===== src/rtl/mem_arbiter_if.sv =====
// mem_arbiter_if: IM/DM requester handshakes plus the unified-memory bus.
// slave is the arbiter side; master is the requester/memory side.
interface mem_arbiter_if #(
   parameter int ADDR_WIDTH    = 12,
   parameter int DATA_WIDTH    = 32,
   parameter int IM_ADDR_WIDTH = 10
);
   logic                     im_req;
   logic                     im_write;
   logic [IM_ADDR_WIDTH-1:0] im_address;
   logic [DATA_WIDTH-1:0]    im_wdata;
   logic [DATA_WIDTH-1:0]    im_rdata;
   logic                     im_ready;
   logic                     dm_req;
   logic                     dm_write;
   logic [ADDR_WIDTH-1:0]    dm_address;
   logic [DATA_WIDTH-1:0]    dm_wdata;
   logic [DATA_WIDTH-1:0]    dm_rdata;
   logic                     dm_ready;
   logic                     mem_enable;
   logic                     mem_read;
   logic                     mem_write;
   logic [ADDR_WIDTH-1:0]    mem_address;
   logic [DATA_WIDTH-1:0]    mem_in;
   logic [DATA_WIDTH-1:0]    mem_out;
   logic                     busy;
   logic                     grant_dm;

   modport slave (
      input  im_req, im_write, im_address, im_wdata,
      input  dm_req, dm_write, dm_address, dm_wdata, mem_out,
      output im_rdata, im_ready, dm_rdata, dm_ready,
      output mem_enable, mem_read, mem_write, mem_address, mem_in, busy, grant_dm
   );

   modport master (
      output im_req, im_write, im_address, im_wdata,
      output dm_req, dm_write, dm_address, dm_wdata, mem_out,
      input  im_rdata, im_ready, dm_rdata, dm_ready,
      input  mem_enable, mem_read, mem_write, mem_address, mem_in, busy, grant_dm
   );
endinterface


===== src/rtl/mem_arbiter.sv =====
// mem_arbiter: shares one single-ported memory between IM and DM requesters,
// DM-first with a starvation guard that forces an IM grant after STARVE_LIMIT losses.
module mem_arbiter #(
   parameter int                    ADDR_WIDTH    = 12,
   parameter int                    DATA_WIDTH    = 32,
   parameter int                    IM_ADDR_WIDTH = 10,
   parameter logic [ADDR_WIDTH-1:0] IM_BASE       = 12'h000,
   parameter int                    WAIT_CYCLES   = 1,
   parameter int                    STARVE_LIMIT  = 4
) (
   input  logic          clk_i,
   input  logic          rst_ni,
   mem_arbiter_if.slave  bus
);
   typedef enum logic [1:0] {IDLE, ACCESS, RESP} state_t;

   state_t                state_q, state_d;
   logic [3:0]            wait_q, wait_d, starve_q, starve_d;
   logic                  grant_dm_q, grant_dm_d, en_q, en_d, rd_q, rd_d, wr_q, wr_d;
   logic                  im_rdy_q, im_rdy_d, dm_rdy_q, dm_rdy_d, busy_q;
   logic [ADDR_WIDTH-1:0] addr_q, addr_d;
   logic [DATA_WIDTH-1:0] in_q, in_d, im_rd_q, im_rd_d, dm_rd_q, dm_rd_d;
   logic                  take_dm, wr_sel;

   // IM only wins a contested cycle once it has lost STARVE_LIMIT times in a row
   assign take_dm = bus.dm_req && !(bus.im_req && starve_q == 4'(STARVE_LIMIT));
   assign wr_sel  = take_dm ? bus.dm_write : bus.im_write;

   always_comb begin
      state_d    = state_q;
      wait_d     = wait_q;
      starve_d   = starve_q;
      grant_dm_d = grant_dm_q;
      en_d       = en_q;
      rd_d       = rd_q;
      wr_d       = wr_q;
      addr_d     = addr_q;
      in_d       = in_q;
      im_rd_d    = im_rd_q;
      dm_rd_d    = dm_rd_q;
      im_rdy_d   = 1'b0;
      dm_rdy_d   = 1'b0;
      case (state_q)
         IDLE: if (bus.im_req || bus.dm_req) begin
            state_d    = ACCESS;
            wait_d     = 4'(WAIT_CYCLES - 1);
            grant_dm_d = take_dm;
            starve_d   = take_dm ? starve_q + 4'(bus.im_req) : 4'd0;
            en_d       = 1'b1;
            rd_d       = !wr_sel;
            wr_d       = wr_sel;
            addr_d     = take_dm ? bus.dm_address : IM_BASE + ADDR_WIDTH'(bus.im_address);
            in_d       = take_dm ? bus.dm_wdata : bus.im_wdata;
         end
         ACCESS: if (wait_q == 4'd0) begin
            state_d  = RESP;
            im_rd_d  = (rd_q && !grant_dm_q) ? bus.mem_out : im_rd_q;
            dm_rd_d  = (rd_q && grant_dm_q) ? bus.mem_out : dm_rd_q;
            im_rdy_d = !grant_dm_q;
            dm_rdy_d = grant_dm_q;
            en_d     = 1'b0;
            rd_d     = 1'b0;
            wr_d     = 1'b0;
            addr_d   = '0;
            in_d     = '0;
         end else begin
            wait_d = wait_q - 4'd1;
         end
         default: state_d = IDLE;
      endcase
   end

   always_ff @(posedge clk_i or negedge rst_ni) begin
      if (!rst_ni) begin
         state_q    <= IDLE;
         wait_q     <= '0;
         starve_q   <= '0;
         grant_dm_q <= 1'b0;
         en_q       <= 1'b0;
         rd_q       <= 1'b0;
         wr_q       <= 1'b0;
         addr_q     <= '0;
         in_q       <= '0;
         im_rd_q    <= '0;
         dm_rd_q    <= '0;
         im_rdy_q   <= 1'b0;
         dm_rdy_q   <= 1'b0;
         busy_q     <= 1'b0;
      end else begin
         state_q    <= state_d;
         wait_q     <= wait_d;
         starve_q   <= starve_d;
         grant_dm_q <= grant_dm_d;
         en_q       <= en_d;
         rd_q       <= rd_d;
         wr_q       <= wr_d;
         addr_q     <= addr_d;
         in_q       <= in_d;
         im_rd_q    <= im_rd_d;
         dm_rd_q    <= dm_rd_d;
         im_rdy_q   <= im_rdy_d;
         dm_rdy_q   <= dm_rdy_d;
         busy_q     <= state_d != IDLE;
      end
   end

   assign bus.mem_enable  = en_q;
   assign bus.mem_read    = rd_q;
   assign bus.mem_write   = wr_q;
   assign bus.mem_address = addr_q;
   assign bus.mem_in      = in_q;
   assign bus.im_rdata    = im_rd_q;
   assign bus.dm_rdata    = dm_rd_q;
   assign bus.im_ready    = im_rdy_q;
   assign bus.dm_ready    = dm_rdy_q;
   assign bus.busy        = busy_q;
   assign bus.grant_dm    = grant_dm_q;
endmodule


===== src/flat_wrapper.sv =====
// flat-port wrapper written by rule: the top's interface ports become plain ports
module mem_arbiter_flat 
#(
   parameter int                    ADDR_WIDTH    = 12,
   parameter int                    DATA_WIDTH    = 32,
   parameter int                    IM_ADDR_WIDTH = 10,
   parameter logic [ADDR_WIDTH-1:0] IM_BASE       = 12'h000,
   parameter int                    WAIT_CYCLES   = 1,
   parameter int                    STARVE_LIMIT  = 4
)
  (clk_i, rst_ni, bus_im_req, bus_im_write, bus_im_address, bus_im_wdata, bus_dm_req, bus_dm_write, bus_dm_address, bus_dm_wdata, bus_mem_out, bus_im_rdata, bus_im_ready, bus_dm_rdata, bus_dm_ready, bus_mem_enable, bus_mem_read, bus_mem_write, bus_mem_address, bus_mem_in, bus_busy, bus_grant_dm);
  mem_arbiter_if #(.ADDR_WIDTH(ADDR_WIDTH), .DATA_WIDTH(DATA_WIDTH), .IM_ADDR_WIDTH(IM_ADDR_WIDTH)) bus_i ();
  input  logic clk_i;
  input  logic rst_ni;
  input wire logic [$bits(bus_i.im_req)-1:0] bus_im_req;
  input wire logic [$bits(bus_i.im_write)-1:0] bus_im_write;
  input wire logic [$bits(bus_i.im_address)-1:0] bus_im_address;
  input wire logic [$bits(bus_i.im_wdata)-1:0] bus_im_wdata;
  input wire logic [$bits(bus_i.dm_req)-1:0] bus_dm_req;
  input wire logic [$bits(bus_i.dm_write)-1:0] bus_dm_write;
  input wire logic [$bits(bus_i.dm_address)-1:0] bus_dm_address;
  input wire logic [$bits(bus_i.dm_wdata)-1:0] bus_dm_wdata;
  input wire logic [$bits(bus_i.mem_out)-1:0] bus_mem_out;
  output wire logic [$bits(bus_i.im_rdata)-1:0] bus_im_rdata;
  output wire logic [$bits(bus_i.im_ready)-1:0] bus_im_ready;
  output wire logic [$bits(bus_i.dm_rdata)-1:0] bus_dm_rdata;
  output wire logic [$bits(bus_i.dm_ready)-1:0] bus_dm_ready;
  output wire logic [$bits(bus_i.mem_enable)-1:0] bus_mem_enable;
  output wire logic [$bits(bus_i.mem_read)-1:0] bus_mem_read;
  output wire logic [$bits(bus_i.mem_write)-1:0] bus_mem_write;
  output wire logic [$bits(bus_i.mem_address)-1:0] bus_mem_address;
  output wire logic [$bits(bus_i.mem_in)-1:0] bus_mem_in;
  output wire logic [$bits(bus_i.busy)-1:0] bus_busy;
  output wire logic [$bits(bus_i.grant_dm)-1:0] bus_grant_dm;
  assign bus_i.im_req = bus_im_req;
  assign bus_i.im_write = bus_im_write;
  assign bus_i.im_address = bus_im_address;
  assign bus_i.im_wdata = bus_im_wdata;
  assign bus_i.dm_req = bus_dm_req;
  assign bus_i.dm_write = bus_dm_write;
  assign bus_i.dm_address = bus_dm_address;
  assign bus_i.dm_wdata = bus_dm_wdata;
  assign bus_i.mem_out = bus_mem_out;
  assign bus_im_rdata = bus_i.im_rdata;
  assign bus_im_ready = bus_i.im_ready;
  assign bus_dm_rdata = bus_i.dm_rdata;
  assign bus_dm_ready = bus_i.dm_ready;
  assign bus_mem_enable = bus_i.mem_enable;
  assign bus_mem_read = bus_i.mem_read;
  assign bus_mem_write = bus_i.mem_write;
  assign bus_mem_address = bus_i.mem_address;
  assign bus_mem_in = bus_i.mem_in;
  assign bus_busy = bus_i.busy;
  assign bus_grant_dm = bus_i.grant_dm;
  mem_arbiter #(.ADDR_WIDTH(ADDR_WIDTH), .DATA_WIDTH(DATA_WIDTH), .IM_ADDR_WIDTH(IM_ADDR_WIDTH), .IM_BASE(IM_BASE), .WAIT_CYCLES(WAIT_CYCLES), .STARVE_LIMIT(STARVE_LIMIT)) u_core (.clk_i(clk_i), .rst_ni(rst_ni), .bus(bus_i));
endmodule

===== config.mk =====
export PLATFORM = sky130hd
export DESIGN_NAME = mem_arbiter_flat
export DESIGN_NICKNAME = d
export VERILOG_FILES = /design/src/rtl/mem_arbiter_if.sv /design/src/rtl/mem_arbiter.sv /design/src/flat_wrapper.sv
export SDC_FILE = /design/constraint.sdc
export NUM_CORES = 1
export LEC_CHECK = 0
export CELL_PAD_IN_SITES_DETAIL_PLACEMENT = 0
export CELL_PAD_IN_SITES_GLOBAL_PLACEMENT = 2
export CORE_ASPECT_RATIO = 1.5
export CORE_UTILIZATION = 25
export DETAILED_ROUTE_END_ITERATION = 8
export PLACE_DENSITY = 0.83
export SLEW_MARGIN = 20
export SYNTH_ARGS = -nofsm -noshare
export SYNTH_HDL_FRONTEND = slang
export SYNTH_SLANG_ARGS = --single-unit

===== constraint.sdc =====
create_clock -name clk_i -period 2.75 [get_ports clk_i]
set_input_delay 0.6875 -clock clk_i [delete_from_list [all_inputs] [get_ports clk_i]]
set_output_delay 0.6875 -clock clk_i [all_outputs]
set_load 0.01 [all_outputs]

---- Word level (Yosys, flattened, before mapping) ----
Index checks and enable logic that the tools add are counted.
word-level totals
  register bits after elaboration ......... 125
  output and inout bits ................... 115
operators by class
  $add $sub $neg .......................... 2
  equal/unequal tests ..................... 5
  multiplexer cells ....................... 27
  reductions and logical operators ........ 17
operators by type and width
  operator             number
  $mux 32              3
  $pmux 32 s2          1
  $mux 12              3
  $pmux 12 s2          1
  $mux 4               3
  $reduce_and 3->1     4
  $mux 1               9
  $pmux 4 s2           1
  $pmux 1 s2           3
  $add 4x1->4          1
  $eq 4x3->1 const B   1
  $logic_and 1x1->1    4
  $logic_not 4->1      1
  $mux 2               2
  $ne 2x1->1 const B   2
  $pmux 2 s2           1
  $reduce_bool 2->1    2
  $sub 4x1->4 const B  1
  $logic_not 1->1      3
  $eq 2x1->1 const B   1
  $logic_not 2->1      1
  $ne 2x2->1 const B   1
  $reduce_and 2->1     1
  $logic_or 1x1->1     1

---- Depth between registers and ports, before layout ----
Gate-level depths: netlist of the first run.
  depth after elaboration ................. 8
  depth in mapped cells ................... 9

---- Least setup slack after synthesis of the first run ----
No wires, ideal clock.
  path kind ............................... register -> register
  start ................................... reg u_core.wait_q[0]
  end ..................................... reg u_core.dm_rd_q[10] (netlist: u_core.bus.dm_rdata[10])
  setup time .............................. 127 ps
  arrival ................................. 1870 ps
  data required time ...................... 2623 ps
  slack ................................... 753 ps
  cell stages (with the launch flop) ...... 10
  period minus slack after synthesis ...... 1997 ps
  cells stage by stage .................... dfrtp_1 -> inv_1 -> ha_1 -> or3b_4 -> nand2b_4 -> inv_2 -> and3_1 -> buf_4 -> buf_6 -> mux2_1
between the ends
  cells in the longest elaborated chain, start to end .. 2
ends and longest elaborated chain
  element                     line                RTL
  from (decl)                 mem_arbiter.sv:18   logic [3:0] wait_q, wait_d, starve_q, starve_d;
  from (signal assigned)      mem_arbiter.sv:91   wait_q <= wait_d;
  $logic_not 4->1             mem_arbiter.sv:55   ACCESS: if (wait_q == 4'd0) begin
  $reduce_and 3->1 (no line)  n/a
  to (signal assigned)        mem_arbiter.sv:100  dm_rd_q <= dm_rd_d;
  to (decl)                   mem_arbiter.sv:22   logic [DATA_WIDTH-1:0] in_q, in_d, im_rd_q, im_rd_d, dm_rd_q, dm_rd_d;
Every way passes these cells.
A chain may end at the register's enable or synchronous reset.

---- Final worst setup path of the first run ----
  start ................................... reg u_core.wait_q[0]
  end ..................................... reg u_core.dm_rd_q[8] (netlist: u_core.bus.dm_rdata[8])
The elaborated chain is that of the path after synthesis.

==> run_results.csv, run 1 <==
group,metric,value,unit
outcome,status,"completed",
logic_synthesis,synth_edf_count,0,
layout,drive_above_1_share,0.124,
clock_network,clk_latency,0.41,ns
floorplan,ios,239,
clock_network,ctsHoldBuffers,0,
drt,firstDrtPassIters,4,
drt,routedWlPerCell,15.6,um
grt,grt_pass1_wl,22800,um
layout,n_fill_cell,1915,
timing,fin_setup_tns,0,ns
flow_run,maxCapViolations,0,
drt,vias,4166,
place,port-buffer-count,238,
clock_network,clkSinkCount,125,
place,hpwl,10300,um
setup_path,arrival,2.52,ns
clock_network,cts_resized,0,
setup_path,worstSetupStartpointType,"flip-flop",
pwr,vdd_drop_max,0.000448,V
clock_network,htree_levels,4,
layout,layout.nets,770,
layout,fin_area,8390,um^2
timing,finalClockSkew,0.0102,ns
clock_network,numCtsBuffers,17,
logic_synthesis,synth_nets,530,
pwr,p_leak,3.60,nW
logic_synthesis,ys.flop_type,"dfrtp_1",
logic_synthesis,yosysSeqAreaShare,0.616,
grt,antenna_found_initial,0,
timing,finalMaxSlewViolations,0,
drt,routed_wl,14300,um
layout,area_growth,65.1,%
floorplan,die_y,177,um
layout,final_util,0.422,
logic_synthesis,synthCells,402,
floorplan,dieArea,20900,um^2
logic_synthesis,ys_warn_count,0,
pwr,power_density,1100,nW/um^2
setup_path,critical_path_class,"reg2reg",
clock_network,postCtsSetupBuffers,0,
timing,period_share,0.811,
floorplan,core_area,19900,um^2
drt,drc,0,
min_path,min_path_type,"in2async",
grt,grt.total_usage,0.141,
place,place.gp.congestion,0.737,
logic_synthesis,synth_seq_cells,125,
clock_network,cts_tree,"done",
logic_synthesis,synthDistinctLibCells,34,
logic_synthesis,ys_async_sr_fraction,1.00,
timing,timing.fmax,448,MHz
drt,drt-initial-drc-count,127,
timing,worst_slew_pin_slew,0.581,ns
setup_path,critPathRequiredTime,3.04,ns
timing,fin_crit,2.23,ns
logic_synthesis,synthesis.area,5080,um^2
place,postPlaceCellArea,7820,um^2
floorplan,placementRows,63,
grt,first_global_vias,4483,
drt,via_per_inst,4.55,
floorplan,start_util,0.256,
timing,rsz0062_at_grt,"false",
place,place_ws,0.403,ns
layout,n_antenna_cell,0,
logic_synthesis,syn_avg_cell_area,12.6,um^2
clock_network,cts_buffer_depth,2,
timing,timing.slew.headroom,0.612,
floorplan,dieWidth,118,um
setup_path,endpoint_kind,"flip-flop",
grt,grt_max_degree,49,
clock_network,clkTransAtPathRegs,0.06,ns
drt,ant_nets,0,
timing,finalSetupViolations,0,
clock_network,cts_root_buffer,"clkbuf_16",
timing,fin_ws,0.520,ns
timing,hold_ws,0.278,ns
timing,final_hold_viol_count,0,
grt,grt-ovfl-total,0,
setup_path,worstPathMaxFanout,32,
worst max-delay path, cell delays in order (launching register included):
cell and delay (ns):
dfrtp_1 0.40, inv_1 0.09, ha_1 0.14, or3b_4 0.38
nand2b_4 0.20, inv_2 0.09, and3_1 0.20, buf_12 0.23
mux2_1 0.35
cells by family (layout without fill, tap and decap cells):
logic type	after synthesis	in the layout	share of synthesized area
muxes	66	66	0.146
adders and majority gates	4	4	0.00985
AOI/OAI and AO/OA	59	59	0.0983
buffers and inverters	33	286	0.0328
and+or+nand+nor	115	115	0.0975
DFF	125	125	0.616
path summary, 6_finish.rpt:
check	start	end	slack, ns	depth (start not counted)
min in group clk_i	u_core.bus.mem_enable	u_core.bus.mem_enable	0.48	2
hold reg to reg	u_core.bus.mem_enable	u_core.bus.mem_enable	0.48	2
max in group asynchronous	rst_ni	u_core.bus.dm_rdata[22]	1.75	2
hold / removal	rst_ni	u_core.bus.dm_rdata[17]	0.28	1
setup reg to reg	u_core.wait_q[0]	u_core.bus.dm_rdata[8]	0.52	8
setup / recovery	u_core.wait_q[0]	u_core.bus.dm_rdata[8]	0.52	8
power by group:
group	switching, mW	internal (mW)	leakage (nW)	total (mW)
combinational	1.68	2.29	1.78	3.97
sequential	0.476	2.68	1.54	3.16
clock	0.839	1.29	0.276	2.13
total	3.00	6.26	3.60	9.26
cell type report:
class / count / area [um^2] / share of cell area
Sequential cell: 125 / 3130 / 0.373
Timing Repair Buffer: 249 / 2540 / 0.303
Multi-Input combinational cell: 244 / 1810 / 0.216
Clock buffer: 19 / 453 / 0.0540
Tap cell: 260 / 325 / 0.0388
Clock inverter: 13 / 116 / 0.0139
Inverter: 5 / 18.8 / 0.00224
metrics by stage:
| step | power (mW) | std cells |
|---|---|---|
| after detailed placement | 7.21 | 883 |
| after CTS | 9.40 | 915 |
| after global placement | 7.12 | 883 |
| after floorplan | 4.87 | 402 |
| after global routing | 9.83 | 915 |
| final | 9.26 | 915 |
cells in the mapped netlist (all sizes together) (2+ instances only):
cell / instances / area [um^2]
clkbuf: 11 / 41.3
mux2i: 2 / 20.0
and2: 2 / 12.5
ha: 4 / 50.1
nand2b: 2 / 20.0
nor2: 3 / 11.3
nand2: 96 / 360
mux2: 64 / 721
a32oi: 42 / 368
a22o: 4 / 35.0
buf: 17 / 106
inv: 5 / 18.8
dfrtp: 125 / 3130
o21ai: 6 / 30.0
nand3: 6 / 35.0
registers in the layout (all words and copies together), names as in the netlist, 2 cells and up:
register / flops
u_core.bus.dm_rdata: 32
u_core.state_q: 2
u_core.starve_q: 4
u_core.bus.mem_in: 32
u_core.bus.mem_address: 12
u_core.wait_q: 4
u_core.bus.im_rdata: 32
placed cells by master (no fill, tap or decap), types with 3 or more instances in the layout:
cell type / count
nand3_1: 5
ha_1: 4
nand2_1: 96
clkinv_2: 4
clkinvlp_4: 3
buf_4: 6
clkinv_4: 3
o21ai_0: 5
mux2_1: 34
a22o_1: 4
dfrtp_1: 125
buf_12: 6
a32oi_1: 42
mux2_2: 30
inv_1: 4
clkdlybuf4s50_1: 237
clkbuf_16: 17
nor2_1: 3
per-layer routing:
layer | vias up | part of all wire | track usage
met5 | - | 0 | 0
met4 | 0 | 0.011 | 0.0512
met3 | 12 | 0.077 | 0.0475
met2 | 206 | 0.52 | 0.254
met1 | 2025 | 0.40 | 0.152
li1 | 1923 | - | -
Power figures use the tool's default switching activity.
==> inputs of run 2 (changes only) <==
==> constraint.sdc (replaced) <==
create_clock -name clk_i -period 2.25 [get_ports clk_i]
set_input_delay 0.5625 -clock clk_i [delete_from_list [all_inputs] [get_ports clk_i]]
set_output_delay 0.5625 -clock clk_i [all_outputs]
set_load 0.01 [all_outputs]
==> run_results.csv, run 2 (same netlist as run 1, synthesis figures left out) <==
group,metric,value,unit
outcome,status,"completed",
clock_network,ctsHoldBuffers,0,
setup_path,worst-path-buf-inv,3,
floorplan,dieArea,20900,um^2
timing,finalMaxSlewViolations,0,
clock_network,clkTransAtPathRegs,0.06,ns
pwr,p_leak,3.66,nW
grt,grt_max_degree,47,
flow_run,maxCapViolations,0,
layout,final_common_cell,"clkdlybuf4s50_1",
setup_path,r2r_setup_slack,0.11,ns
layout,multi_input_area,1810,um^2
timing,finalClockSkew,0.0105,ns
floorplan,placementRows,63,
drt,drt-initial-drc-count,128,
setup_path,critical_path_class,"reg2reg",
setup_path,cpPeakStageDelay,0.40,ns
layout,final_util,0.429,
layout,n_antenna_cell,0,
place,port-buffer-count,238,
pwr,vdd_drop_max,0.000459,V
clock_network,cts_tree,"done",
layout,fin_area,8530,um^2
place,postPlaceCellArea,7860,um^2
clock_network,clk_latency,0.41,ns
floorplan,ios,239,
timing,finalSetupViolations,0,
timing,timing.slew.headroom,0.642,
setup_path,arrival,2.43,ns
layout,layout.nets,775,
setup_path,critPathRequiredTime,2.53,ns
clock_network,cts_buffer_depth,2,
drt,via_per_inst,4.55,
timing,period_share,0.952,
grt,first_global_vias,4572,
clock_network,numCtsBuffers,17,
layout,register_area,3130,um^2
pwr,power_density,1380,nW/um^2
drt,ant_nets,0,
grt,grt-ovfl-total,0,
layout,drive_above_1_share,0.132,
drt,firstDrtPassIters,4,
floorplan,start_util,0.256,
timing,worst_slew_pin_slew,0.536,ns
setup_path,worstPathMaxFanout,16,
timing,fin_setup_tns,0,ns
setup_path,cp_slowest_cell,"dfrtp_1",
drt,routedWlPerCell,16.0,um
drt,routed_wl,14800,um
floorplan,die_y,177,um
timing,fin_crit,2.14,ns
setup_path,worstSetupStartpointType,"flip-flop",
grt,grt.total_usage,0.144,
setup_path,r2r_cells,8,
floorplan,core_area,19900,um^2
setup_path,endpoint_kind,"flip-flop",
clock_network,clkSinkCount,125,
floorplan,dieWidth,118,um
timing,final_hold_viol_count,0,
setup_path,timing.rr.end,"u_core.bus.dm_rdata[20]",
min_path,min_path_type,"in2async",
setup_path,crit_family,"simple AND/OR/NAND/NOR gates",
grt,grt_pass1_wl,23500,um
timing,rsz0062_at_grt,"false",
clock_network,htree_levels,4,
layout,n_fill_cell,1917,
layout,area_growth,67.9,%
grt,antenna_found_initial,0,
timing,timing.fmax,467,MHz
drt,vias,4187,
setup_path,cp_cell_sequence,"inv_1, ha_1, or3b_4, nand2b_4, inv_2, and3_4, clkbuf_16, mux2_1",
clock_network,cts_root_buffer,"clkbuf_16",
pwr,total_power,11.7,mW
place,place.gp.congestion,0.724,
place,hpwl,10400,um
timing,hold_ws,0.0647,ns
drt,drc,0,
layout,layout_common_cells,"237 x clkdlybuf4s50_1, 125 x dfrtp_1, 96 x nand2_1, 42 x a32oi_1, 34 x mux2_1",
setup_path,r2r_start,"u_core.wait_q[0]",
-- run 2: changes by cell type in the layout (fill, tap and decap cells not counted), sizes merged --
cell      previous run  this run
clkinvlp             3         2
clkbuf              19        18
bufinv               1         4
buf                 12        16
clkinv               7         5
inv                  7         9
-- run 2: layer usage --
| layer | wire (um) | vias up | track usage |
|---|---|---|---|
| met5 | 0 | - | 0 |
| met4 | 270 | 0 | 0.0564 |
| met3 | 1220 | 19 | 0.0514 |
| met2 | 7440 | 196 | 0.250 |
| met1 | 5830 | 2041 | 0.160 |
| li1 | - | 1931 | - |
-- run 2: worst max-delay path by stage --
| stage | cells past startpoint | slack, ns | from | to |
|---|---|---|---|---|
| floorplan | 9 | 0.25 | u_core.wait_q[0] | u_core.bus.dm_rdata[10] |
| global placement | 5 | 0.12 | bus_im_req | u_core.bus.mem_read |
| detailed placement | 5 | 0.06 | bus_im_req | u_core.bus.mem_read |
| CTS | 8 | 0.07 | u_core.wait_q[0] | u_core.bus.dm_rdata[31] |
| global route | 8 | 0.0005 | u_core.wait_q[0] | u_core.bus.dm_rdata[19] |
| finish | 8 | 0.11 | u_core.wait_q[0] | u_core.bus.dm_rdata[20] |
-- run 2: metrics by stage --
stage | setup WS (ns) | cells
after floorplan | 0.253 | 402
final | 0.108 | 920
after detailed placement | 0.0603 | 887
after CTS | 0.0740 | 919
after global routing | 0.000532 | 920
after global placement | 0.124 | 887
-- run 2: final cells by class --
cell class,instances,area share
multi-input cells,244,0.213
clock buffers,17,0.0499
clock inverters,15,0.0247
repair buffers,254,0.306
flip-flops and latches,125,0.367
inverters,5,0.00220
well taps,260,0.0382
-- run 2: worst register-to-register path: stages (launching register included) --
cell	delay (ns)
dfrtp_1	0.40
inv_1	0.09
ha_1	0.14
or3b_4	0.38
nand2b_4	0.16
inv_2	0.07
and3_4	0.24
clkbuf_16	0.21
mux2_1	0.33
-- run 2: power breakdown --
group | switching [mW] | total (mW) | internal (mW)
Clock | 1.04 | 2.91 | 1.87
Sequential | 0.593 | 3.87 | 3.28
Combinational | 2.10 | 4.94 | 2.85
Total | 3.73 | 11.7 | 8.00
-- run 2: repair_timing --
action | 4_1_cts | 5_1_grt
buffers inserted | 0 | 0
gates resized for setup | 0 | 2
endpoints found under the setup margin | 0 | 30
==> inputs of run 3 (changes only) <==
--- a/config.mk
+++ b/config.mk
@@ -5,13 +5,14 @@
 export SDC_FILE = /design/constraint.sdc
 export NUM_CORES = 1
 export LEC_CHECK = 0
+export ABC_AREA = 1
 export CELL_PAD_IN_SITES_DETAIL_PLACEMENT = 0
 export CELL_PAD_IN_SITES_GLOBAL_PLACEMENT = 2
 export CORE_ASPECT_RATIO = 1.5
-export CORE_UTILIZATION = 25
+export CORE_MARGIN = 5
+export CORE_UTILIZATION = 23
 export DETAILED_ROUTE_END_ITERATION = 8
-export PLACE_DENSITY = 0.83
-export SLEW_MARGIN = 20
+export PLACE_DENSITY = 0.82
 export SYNTH_ARGS = -nofsm -noshare
 export SYNTH_HDL_FRONTEND = slang
 export SYNTH_SLANG_ARGS = --single-unit
==> run_results.csv, run 3 <==
group,metric,value,unit
grt,grt_pass1_wl,29100,um
drt,drc,0,
grt,grt_max_degree,65,
floorplan,start_util,0.234,
logic_synthesis,synth_common_cells,"135 x nand2_1, 125 x dfrtp_1, 91 x nand3_1",
clock_network,clk_latency,0.42,ns
logic_synthesis,synth.most_common_cell,"nand2_1",
drt,routedWlPerCell,16.2,um
layout,layout_common_cells,"236 x clkdlybuf4s50_1, 134 x nand2_1, 125 x dfrtp_1, 91 x nand3_1, 54 x o21ai_1",
place,place.gp.congestion,0.748,
timing,timing.slew.headroom,0.712,
clock_network,htree_levels,4,
grt,antenna_found_initial,1,
drt,firstDrtPassIters,4,
clock_network,cts_buffer_depth,2,
setup_path,critical_path_class,"reg2out",
floorplan,die_y,195,um
logic_synthesis,synth_nets,701,
floorplan,dieArea,26100,um^2
timing,timing.fmax,496,MHz
drt,via_per_inst,4.39,
grt,first_global_vias,5233,
clock_network,clkTransAtPathRegs,0.06,ns
clock_network,cts_tree,"done",
timing,finalSetupViolations,0,
logic_synthesis,yosysSeqAreaShare,0.594,
setup_path,crit_family,"buffers and inverters",
clock_network,clkSinkCount,125,
timing,fin_setup_tns,0,ns
floorplan,core_area,22500,um^2
timing,period_share,0.897,
logic_synthesis,synth_area_leaders,"dfrtp_1 59%, nand2_1 9.6%, nand3_1 8.6%",
logic_synthesis,syn_avg_cell_area,9.19,um^2
logic_synthesis,ys_warn_count,0,
logic_synthesis,ys_async_sr_fraction,1.00,
grt,grt-ovfl-total,0,
outcome,status,"completed",
drt,routed_wl,17900,um
drt,drt-initial-drc-count,204,
pwr,power_density,1360,nW/um^2
drt,vias,4841,
pwr,p_leak,3.91,nW
setup_path,worst-path-buf-inv,1,
timing,final_hold_viol_count,0,
clock_network,postCtsSetupBuffers,0,
layout,final_common_cell,"clkdlybuf4s50_1",
setup_path,endpoint_kind,"primary output",
logic_synthesis,synthDistinctLibCells,21,
clock_network,ctsHoldBuffers,0,
flow_run,maxCapViolations,0,
setup_path,cp_cell_sequence,"clkdlybuf4s50_1",
logic_synthesis,yosysTopAreaCellShare,0.594,
setup_path,arrival,1.46,ns
logic_synthesis,ys.flop_type,"dfrtp_1",
timing,finalMaxSlewViolations,0,
layout,final_util,0.385,
clock_network,cts_resized,0,
setup_path,cpPeakStageDelay,0.58,ns
timing,worst_slew_pin_slew,0.432,ns
logic_synthesis,synth_edf_count,0,
setup_path,worstPathMaxFanout,4,
layout,n_antenna_cell,0,
floorplan,ios,239,
logic_synthesis,synth_top_area_cell,"dfrtp_1",
setup_path,critPathRequiredTime,1.69,ns
floorplan,dieWidth,134,um
place,port-buffer-count,238,
layout,area_growth,64.2,%
setup_path,worstSetupStartpointType,"flip-flop",
logic_synthesis,synthesis.area,5270,um^2
timing,rsz0062_at_grt,"false",
timing,finalClockSkew,0.00876,ns
layout,drive_above_1_share,0.0799,
clock_network,numCtsBuffers,17,
logic_synthesis,synthCells,573,
grt,grt.total_usage,0.142,
floorplan,placementRows,67,
clock_network,cts_root_buffer,"clkbuf_16",
pwr,vdd_drop_max,0.000540,V
layout,layout.nets,941,
timing,fin_crit,2.02,ns
setup_path,cp_slowest_cell,"clkdlybuf4s50_1",
logic_synthesis,synth_seq_cells,125,
place,hpwl,13300,um
drt,ant_nets,0,
min_path,min_path_type,"in2async",
[run 3: cell type report]
cell class                 count  area (um^2)
clock buffer                  21          470
sequential                   125         3130
multi-input combinational    367         1820
timing repair buffer         259         2610
tap                          276          345
inverter                      43          161
clock inverter                11          116
fill                        2282        13800
[run 3: metrics by stage]
step           hold WS [ns]  power (mW)  setup slack [ns]  area [um^2]  cells
6_report             0.0572        11.8             0.232         8650   1102
5_1_grt              0.0740        12.7             0.175         8650   1102
4_1_cts              0.0598        12.1             0.183         8650   1102
3_5_place_dp          0.467        9.25             0.168         8060   1070
3_3_place_gp          0.459        9.19             0.170         8060   1070
2_1_floorplan         0.267        6.10             0.763         5270    573
[run 3: logic make-up after synthesis]
group	synth area share
buffers and inverters	0.0646
xor gates and xnor gates	0.00333
DFF	0.594
AOI/OAI and AO/OA	0.0682
and+or+nand+nor	0.261
adders and majority gates	0.00950
[run 3: report_power, final]
part	switching (mW)	internal (mW)	total [mW]	leakage [nW]
logic	2.54	2.69	5.23	2.08
registers	0.574	3.29	3.86	1.55
clock network	0.999	1.71	2.71	0.285
[run 3: final timing paths]
kind	cells after the start	startpoint	end	slack (ns)
min	1	rst_ni	u_core.bus.mem_in[24]	0.06
max reg2reg	8	u_core.wait_q[0]	u_core.bus.dm_rdata[16]	0.44
min reg2reg	2	u_core.bus.mem_enable	u_core.bus.mem_enable	0.48
max in group asynchronous	2	rst_ni	u_core.bus.mem_address[7]	1.55
min in group clk_i	2	u_core.bus.mem_enable	u_core.bus.mem_enable	0.48
max	1	u_core.bus.grant_dm	bus_grant_dm	0.23
[run 3: routing by layer]
metal,part of all wire,GRT usage,up-vias
li1,-,-,2403
met1,0.41,0.161,2222
met2,0.49,0.244,193
met3,0.077,0.0530,21
met4,0.015,0.0473,2
met5,0.00061,0,-
